--- src/rtl/mem_port_arbiter.sv ---
// mem_port_arbiter: shares one SRAM-like port between the fetch requester and the
// data requester. Request and response paths are zero-latency pass-through.
// An in-order ID FIFO routes each response beat back to the requester that issued it.
module mem_port_arbiter #(
  parameter int unsigned MAX_OUTSTANDING = 2,
  parameter int unsigned CNT_W           = 3
) (
  input  logic        clk,
  input  logic        resetn,
  input  logic        inst_req,
  input  logic [31:0] inst_addr,
  output logic        inst_addr_ok,
  output logic        inst_data_ok,
  input  logic        data_req,
  input  logic        data_wr,
  input  logic [1:0]  data_size,
  input  logic [31:0] data_addr,
  input  logic [3:0]  data_wstrb,
  input  logic [31:0] data_wdata,
  output logic        data_addr_ok,
  output logic        data_data_ok,
  output logic [31:0] rdata,
  output logic        m_req,
  output logic        m_wr,
  output logic [1:0]  m_size,
  output logic [31:0] m_addr,
  output logic [3:0]  m_wstrb,
  output logic [31:0] m_wdata,
  input  logic        m_addr_ok,
  input  logic        m_data_ok,
  input  logic [31:0] m_rdata,
  output logic        proto_err
);

  // FIFO storage is sized for the largest legal depth; only MAX_OUTSTANDING slots are used.
  localparam int unsigned PTR_W  = 2;
  localparam int unsigned FIFO_D = 4;

  typedef enum logic [1:0] {IDLE, HOLD_DATA, HOLD_INST} state_e;

  state_e             state_q, state_d;
  logic [FIFO_D-1:0]  fifo_q, fifo_d;
  logic [PTR_W-1:0]   wr_ptr_q, wr_ptr_d;
  logic [PTR_W-1:0]   rd_ptr_q, rd_ptr_d;
  logic [CNT_W-1:0]   count_q, count_d;
  logic               proto_err_q, proto_err_d;

  logic full;
  logic empty;
  logic sel_data;
  logic sel_inst;
  logic push;
  logic pop;
  logic head;

  assign full      = (count_q == CNT_W'(MAX_OUTSTANDING));
  assign empty     = (count_q == '0);
  assign head      = fifo_q[rd_ptr_q];
  assign proto_err = proto_err_q;
  assign rdata     = m_rdata;

  // Owner selection, shared port drive and next owner state; outputs forced low in reset.
  always_comb begin
    state_d      = state_q;
    sel_data     = 1'b0;
    sel_inst     = 1'b0;
    m_req        = 1'b0;
    m_wr         = 1'b0;
    m_size       = 2'd0;
    m_addr       = 32'd0;
    m_wstrb      = 4'd0;
    m_wdata      = 32'd0;
    inst_addr_ok = 1'b0;
    data_addr_ok = 1'b0;
    unique case (state_q)
      IDLE: begin
        if (!full) begin
          sel_data = data_req;
          sel_inst = !data_req && inst_req;
        end
      end
      HOLD_DATA: sel_data = 1'b1;
      HOLD_INST: sel_inst = 1'b1;
      default: ;
    endcase
    if (!resetn) begin
      sel_data = 1'b0;
      sel_inst = 1'b0;
    end
    if (sel_data) begin
      m_req   = 1'b1;
      m_wr    = data_wr;
      m_size  = data_size;
      m_addr  = data_addr;
      m_wstrb = data_wstrb;
      m_wdata = data_wdata;
    end else if (sel_inst) begin
      m_req   = 1'b1;
      m_size  = 2'd2;
      m_addr  = inst_addr;
    end
    data_addr_ok = sel_data && m_addr_ok;
    inst_addr_ok = sel_inst && m_addr_ok;
    if (m_addr_ok) begin
      state_d = IDLE;
    end else if (sel_data) begin
      state_d = HOLD_DATA;
    end else if (sel_inst) begin
      state_d = HOLD_INST;
    end
  end

  // Response routing and ID FIFO / counter / error-flag next state.
  always_comb begin
    push         = m_req && m_addr_ok;
    pop          = resetn && m_data_ok && !empty;
    inst_data_ok = pop && !head;
    data_data_ok = pop && head;
    fifo_d       = fifo_q;
    wr_ptr_d     = wr_ptr_q;
    rd_ptr_d     = rd_ptr_q;
    count_d      = count_q;
    proto_err_d  = proto_err_q || (m_data_ok && empty);
    if (push) begin
      fifo_d[wr_ptr_q] = sel_data;
      wr_ptr_d = (wr_ptr_q == PTR_W'(MAX_OUTSTANDING - 1)) ? '0 : wr_ptr_q + PTR_W'(1);
    end
    if (pop) begin
      rd_ptr_d = (rd_ptr_q == PTR_W'(MAX_OUTSTANDING - 1)) ? '0 : rd_ptr_q + PTR_W'(1);
    end
    if (push && !pop) begin
      count_d = count_q + CNT_W'(1);
    end else if (pop && !push) begin
      count_d = count_q - CNT_W'(1);
    end
  end

  // State registers; reset discards all in-flight tracking.
  always_ff @(posedge clk or negedge resetn) begin
    if (!resetn) begin
      state_q     <= IDLE;
      fifo_q      <= '0;
      wr_ptr_q    <= '0;
      rd_ptr_q    <= '0;
      count_q     <= '0;
      proto_err_q <= 1'b0;
    end else begin
      state_q     <= state_d;
      fifo_q      <= fifo_d;
      wr_ptr_q    <= wr_ptr_d;
      rd_ptr_q    <= rd_ptr_d;
      count_q     <= count_d;
      proto_err_q <= proto_err_d;
    end
  end

endmodule

--- config.mk ---
export PLATFORM = sky130hd
export DESIGN_NAME = mem_port_arbiter
export DESIGN_NICKNAME = d
export VERILOG_FILES = /design/src/rtl/mem_port_arbiter.sv
export SDC_FILE = /design/constraint.sdc
export NUM_CORES = 1
export LEC_CHECK = 0
export CAP_MARGIN = 20
export CORE_AREA = 2 2 97 99
export CTS_CLUSTER_DIAMETER = 40
export DETAILED_ROUTE_END_ITERATION = 10
export DIE_AREA = 0 0 99 101
export GPL_ROUTABILITY_DRIVEN = 0
export HOLD_SLACK_MARGIN = 0.03
export PLACE_DENSITY = 0.69
export SLEW_MARGIN = 30
export SYNTH_ARGS = -nofsm -noshare
export SYNTH_HDL_FRONTEND = slang
export SYNTH_SLANG_ARGS = --single-unit
export TNS_END_PERCENT = 100
--- constraint.sdc ---
create_clock -name clk -period 2.4 [get_ports clk]
set_input_delay 0.48 -clock clk [delete_from_list [all_inputs] [get_ports clk]]
set_output_delay 0.48 -clock clk [all_outputs]
set_load 0.005 [all_outputs]
* Yosys cells after proc, flatten, opt, wreduce, memory -nomap -nowiden
Cells that the tools add are included.
Storage, ports and cells: logic and storage cells 67, input port bits 141, register bits after elaboration 14
Operators by class: equality and inequality tests 5, add/subtract/negate cells 4, $lt $le $gt $ge 3, reduce and logical (&&, ||, !) cells 22, mux-type cells 27
Operators with widths (count):
- $mux W32 | 3
- $mux W2 | 7
- $logic_and A1 B1 Y1 | 12
- $mux W1 | 9
- $eq A2 B1 Y1 const B | 3
- $lt A2 B3 Y1 const B | 2
- $mux W3 | 2
- $logic_not A1 Y1 | 5
- $add A2 B1 Y2 const B | 2
- $bwmux W4 | 1
- $mux W4 | 1
- $pmux W1 S2 | 2
- $add A3 B1 Y3 const B | 1
- $eq A3 B2 Y1 const B | 1
- $logic_not A3 Y1 | 1
- $reduce_bool A3 Y1 | 1
- $sub A3 B1 Y3 const B | 1
- $bmux W1 S2 | 1
- $demux W1 S2 | 1
- $eq A2 B2 Y1 const B | 1
- $ge A2 B1 Y1 const B | 1
- $logic_not A2 Y1 | 1
- $reduce_bool A2 Y1 | 1
- $logic_or A1 B1 Y1 | 1

* Longest topological paths before layout
Gate-level depths: netlist of run 1.
word-level depth 12, mapped depth 9, gate-level depth less buffers 9

* Worst setup path before layout of run 1
No wires, ideal clock.
path kind reg-to-reg, start reg count_q[0], end reg count_q[1], stages on the path, launching flop included 8, slack 106 ps, path buffers 0, library setup time 125 ps, arrival 2170 ps, data required time 2275 ps, period minus slack after synthesis 2294 ps, cells stage by stage dfrtp_1 > or3b_2 > o2111ai_1 > inv_1 > ha_1 > inv_1 > fa_1 > mux2_2
Between the ends: elaborated cells between the ends (all ways) 22, those cells by class add/sub: 2; eq/ne: 1; mux: 10; reduce/logical: 9
RTL lines:
- from (decl) | line 45 | logic [CNT_W-1:0] count_q, count_d;
- from (signal assigned) | line 152 | count_q <= count_d;
- $eq A3 B2 Y1 (*) | line 56 | assign full = (count_q == CNT_W'(MAX_OUTSTANDING));
- $mux W1 | line 77 | if (!full) begin
- $pmux W1 S2 | line 75 | unique case (state_q)
- $mux W1 | line 86 | if (!resetn) begin
- $mux W1 | line 97 | end else if (sel_inst) begin
- $mux W1 (*) | line 90 | if (sel_data) begin
- $logic_and A1 B1 Y1 (*) | line 115 | push = m_req && m_addr_ok;
- named net push | line 52 | logic push;
- $logic_and A1 B1 Y1 (*) | line 131 | if (push && !pop) begin
- $mux W3 (*) | line 131
- named net count_d[1] | line 45
Mark *: on every way through the listed nets, which the timed path passes. The rest lies on a longest branch. The select of a mux whose other input is x is not followed. A chain may end at the register's enable or synchronous reset.

* Worst setup path in the final report of run 1
start reg count_q[0], end out m_addr[7]
Between the ends: word-level cells in the longest chain between the ends 6, elaborated cells between the ends (all ways) 9, those cells by class eq/ne: 1; mux: 8
RTL lines:
- $eq A3 B2 Y1 (*) | line 56
- $mux W1 | line 77
- $pmux W1 S2 | line 75
- $mux W1 | line 86
- $mux W32 | line 97
- $mux W32 (*) | line 90
- to (decl) | line 26 | output logic [31:0] m_addr,
Every way passes the cells marked *; elsewhere a longest branch is shown, timed or not.

==> results.yml, run 1 <==
run_status:
  status: "complete, but fails checks"
  violations: "setup timing"
die:
  start_util_pct: 18.0
  core_area_mm2: 0.00898
  dieArea_mm2: 0.0100
  rows: 35
  io_pins: 250
  die_height_um: 101
  die_x_um: 99
final_layout:
  antenna_cells: 0
  drive_gt1_share_pct: 41.0
  nets: 515
  fill_cells: 910
  fin_area_mm2: 0.00371
  area_delta_synth_final_pct: 130
route:
  wl_per_cell_um: 17.2
  ant_nets: 0
  routed_wl_mm: 8.29
  first_pass_iters: 4
  post_drt_via_cell_ratio: 4.45
  drt_iter0_drc: 38
  drc: 0
  vias: 2145
global_route:
  grt_use_total_pct: 15.2
  antenna_found_initial: 0
  grt_max_degree: 18
  grt_overflow: 0
  grt_pass1_wl_mm: 12.1
  grt_pass1_vias: 2173
timing:
  tightest_slew_ns: 0.309
  fin_ws_ns: -0.118
  max_freq_ghz: 0.397
  setup_tns_ns: -2.44
  finalMaxSlewViolations: 0
  timing.final.crit_period_ns: 2.52
  hold_slack_ns: 0.297
  rsz0062_at_grt: "true"
  fin_skew_ns: 0.00261
  hold_viol: 0
  setup_violations: 52
  slew_headroom_pct: 79.2
  period_share_pct: 105
setup_path:
  end_kind: "primary output"
  crit_fanout: 5
  critPathLaunchType: "flip-flop"
  required_ns: 1.92
  worst-r2r-setup-slack_ns: 0.08
  path_class: "flip-flop to primary output"
  arrival_ns: 2.04
synthesis:
  synthTopCellsByCount: "and2_1 (40), a22o_1 (32), buf_4 (32)"
  synth_top_area_share_pct: 21.7
  syn_area_mm2: 0.00162
  ys_warn_count: 0
  async_reset_ff_share_pct: 100
  synth_nets: 329
  postSynthCellCount: 186
  yosysUniqueCellTypes: 39
  yosysMostFrequentCell: "and2_1"
  yosysTopAreaCell: "dfrtp_1"
  yosysSeqAreaShare_pct: 21.7
  synth_enable_flop_cells: 0
  synth-main-ff-cell: "dfrtp_1"
  synth_area_per_cell_um2: 8.69
  synth_area_leaders: "dfrtp_1 (22%), a22o_1 (17%), and2_1 (15%)"
  ys_ff_latch: 14
placed_design:
  port_buffers: 185
  dp_hpwl_mm: 5.78
  placed_cell_area_mm2: 0.00350
worst_hold_path:
  min_path_type: "input port to asynchronous set/reset pin"
clocking:
  numCtsBuffers: 3
  clk-insertion-delay-late_ns: 0.25
  clockRootBuffer: "clkbuf_8"
  cts_buffer_depth: 2
  path_clk_slew_ns: 0.06
  h-tree-depth: 1
  cts_hold_buf: 0
  cts.sink_count: 14
  tritoncts: "yes"
power_and_ir_drop:
  vdd.ir_drop.worst_mv: 0.560
  power_leakage_uw: 0.00172
  p_per_area_mw_per_mm2: 536
  p_total_uw: 1990
flow_run:
  maxCapViolCount: 0
registers in the layout, indices dropped and copies added (netlist names):
register / flops
count_q: 3
fifo_q: 4
proto_err: 1
rd_ptr_q: 2
state_q: 2
wr_ptr_q: 2
kinds of logic after synthesis:
group / synth area share [%]
adder cells (fa/ha/maj): 2.01
AO/OA/AOI/OAI: 26.5
buffers and inverters: 20.7
flip-flops: 21.7
multiplexers: 2.09
AND/OR/NAND/NOR: 24.3
XOR/XNOR: 2.71
worst paths after layout:
| kind | to | cells after the start | startpoint |
|---|---|---|---|
| setup reg to reg | count_q[1]$_DFFE_PN0P_ | 8 | count_q[0]$_DFFE_PN0P_ |
| max in group asynchronous | wr_ptr_q[1]$_DFFE_PN0P_ | 2 | resetn |
| setup / recovery | m_addr[7] | 6 | count_q[0]$_DFFE_PN0P_ |
| hold / removal | count_q[1]$_DFFE_PN0P_ | 2 | resetn |
| hold reg to reg | proto_err$_DFF_PN0_ | 1 | proto_err$_DFF_PN0_ |
| min in group clk | proto_err$_DFF_PN0_ | 1 | proto_err$_DFF_PN0_ |
cells in the final DEF (no fill, tap or decap), drive strengths merged, types with 2 or more instances in the layout:
cell type	count
a21o	2
a22o	32
a31oi	2
and2	40
buf	91
clkbuf	25
clkdlybuf4s50	108
dfrtp	14
dlygate4sd2	3
inv	4
nand2	3
nand3	2
nand3b	3
nor2	3
nor2b	2
o211ai	6
o21ai	3
o311ai	2
or2	2
xnor2	3
xor2	2
power by group:
group          internal [uW]  switching [uW]
combinational            877             521
sequential               299            57.2
clock                    146            91.2
total                   1320             669
final cells by class:
cell class / count / area, um2 / area share [%]
flip-flops and latches: 14 / 350 / 9.43
multi-input cells: 124 / 1050 / 28.2
clock buffers: 4 / 55.1 / 1.48
inverters: 4 / 15.0 / 0.404
repair buffers: 225 / 2110 / 56.8
well taps: 111 / 139 / 3.74
through the flow:
step	instances	setup slack, ns	util (%)
floorplan	186	0.106	-
global placement	460	-0.468	38.9
detailed placement	460	-0.482	38.9
CTS	483	-0.129	42.2
global route	482	-0.155	41.4
finish	482	-0.118	41.4
worst max-delay path: stages, from the launching register on:
cell and delay (ns):
dfrtp_1 0.38, or4b_4 0.55, and3_4 0.22, buf_12 0.15
buf_16 0.13, a22o_1 0.22, buf_2 0.13
routing by layer:
| layer | share of wire [%] | global-route usage, % |
|---|---|---|
| met1 | 39 | 18.3 |
| met2 | 53 | 28.2 |
| met3 | 7.9 | 3.05 |
| met4 | 0.36 | 2.53 |
| met5 | 0 | 0 |
repair_timing:
action / CTS / global route
gates cloned: 9 / 0
resized for setup: 291 / 42
pin swaps: 28 / 10
setup buffers: 10 / 0
endpoints found under the setup margin: 78 / 75
Note: power is estimated with default switching activity, not from simulation.
==> run 2: changes to the inputs <==
- CTS_BUF_LIST: unset -> sky130_fd_sc_hd__clkbuf_8
==> results of run 2 <==
Final layout, timing and power as in run 1 (identical DEF).
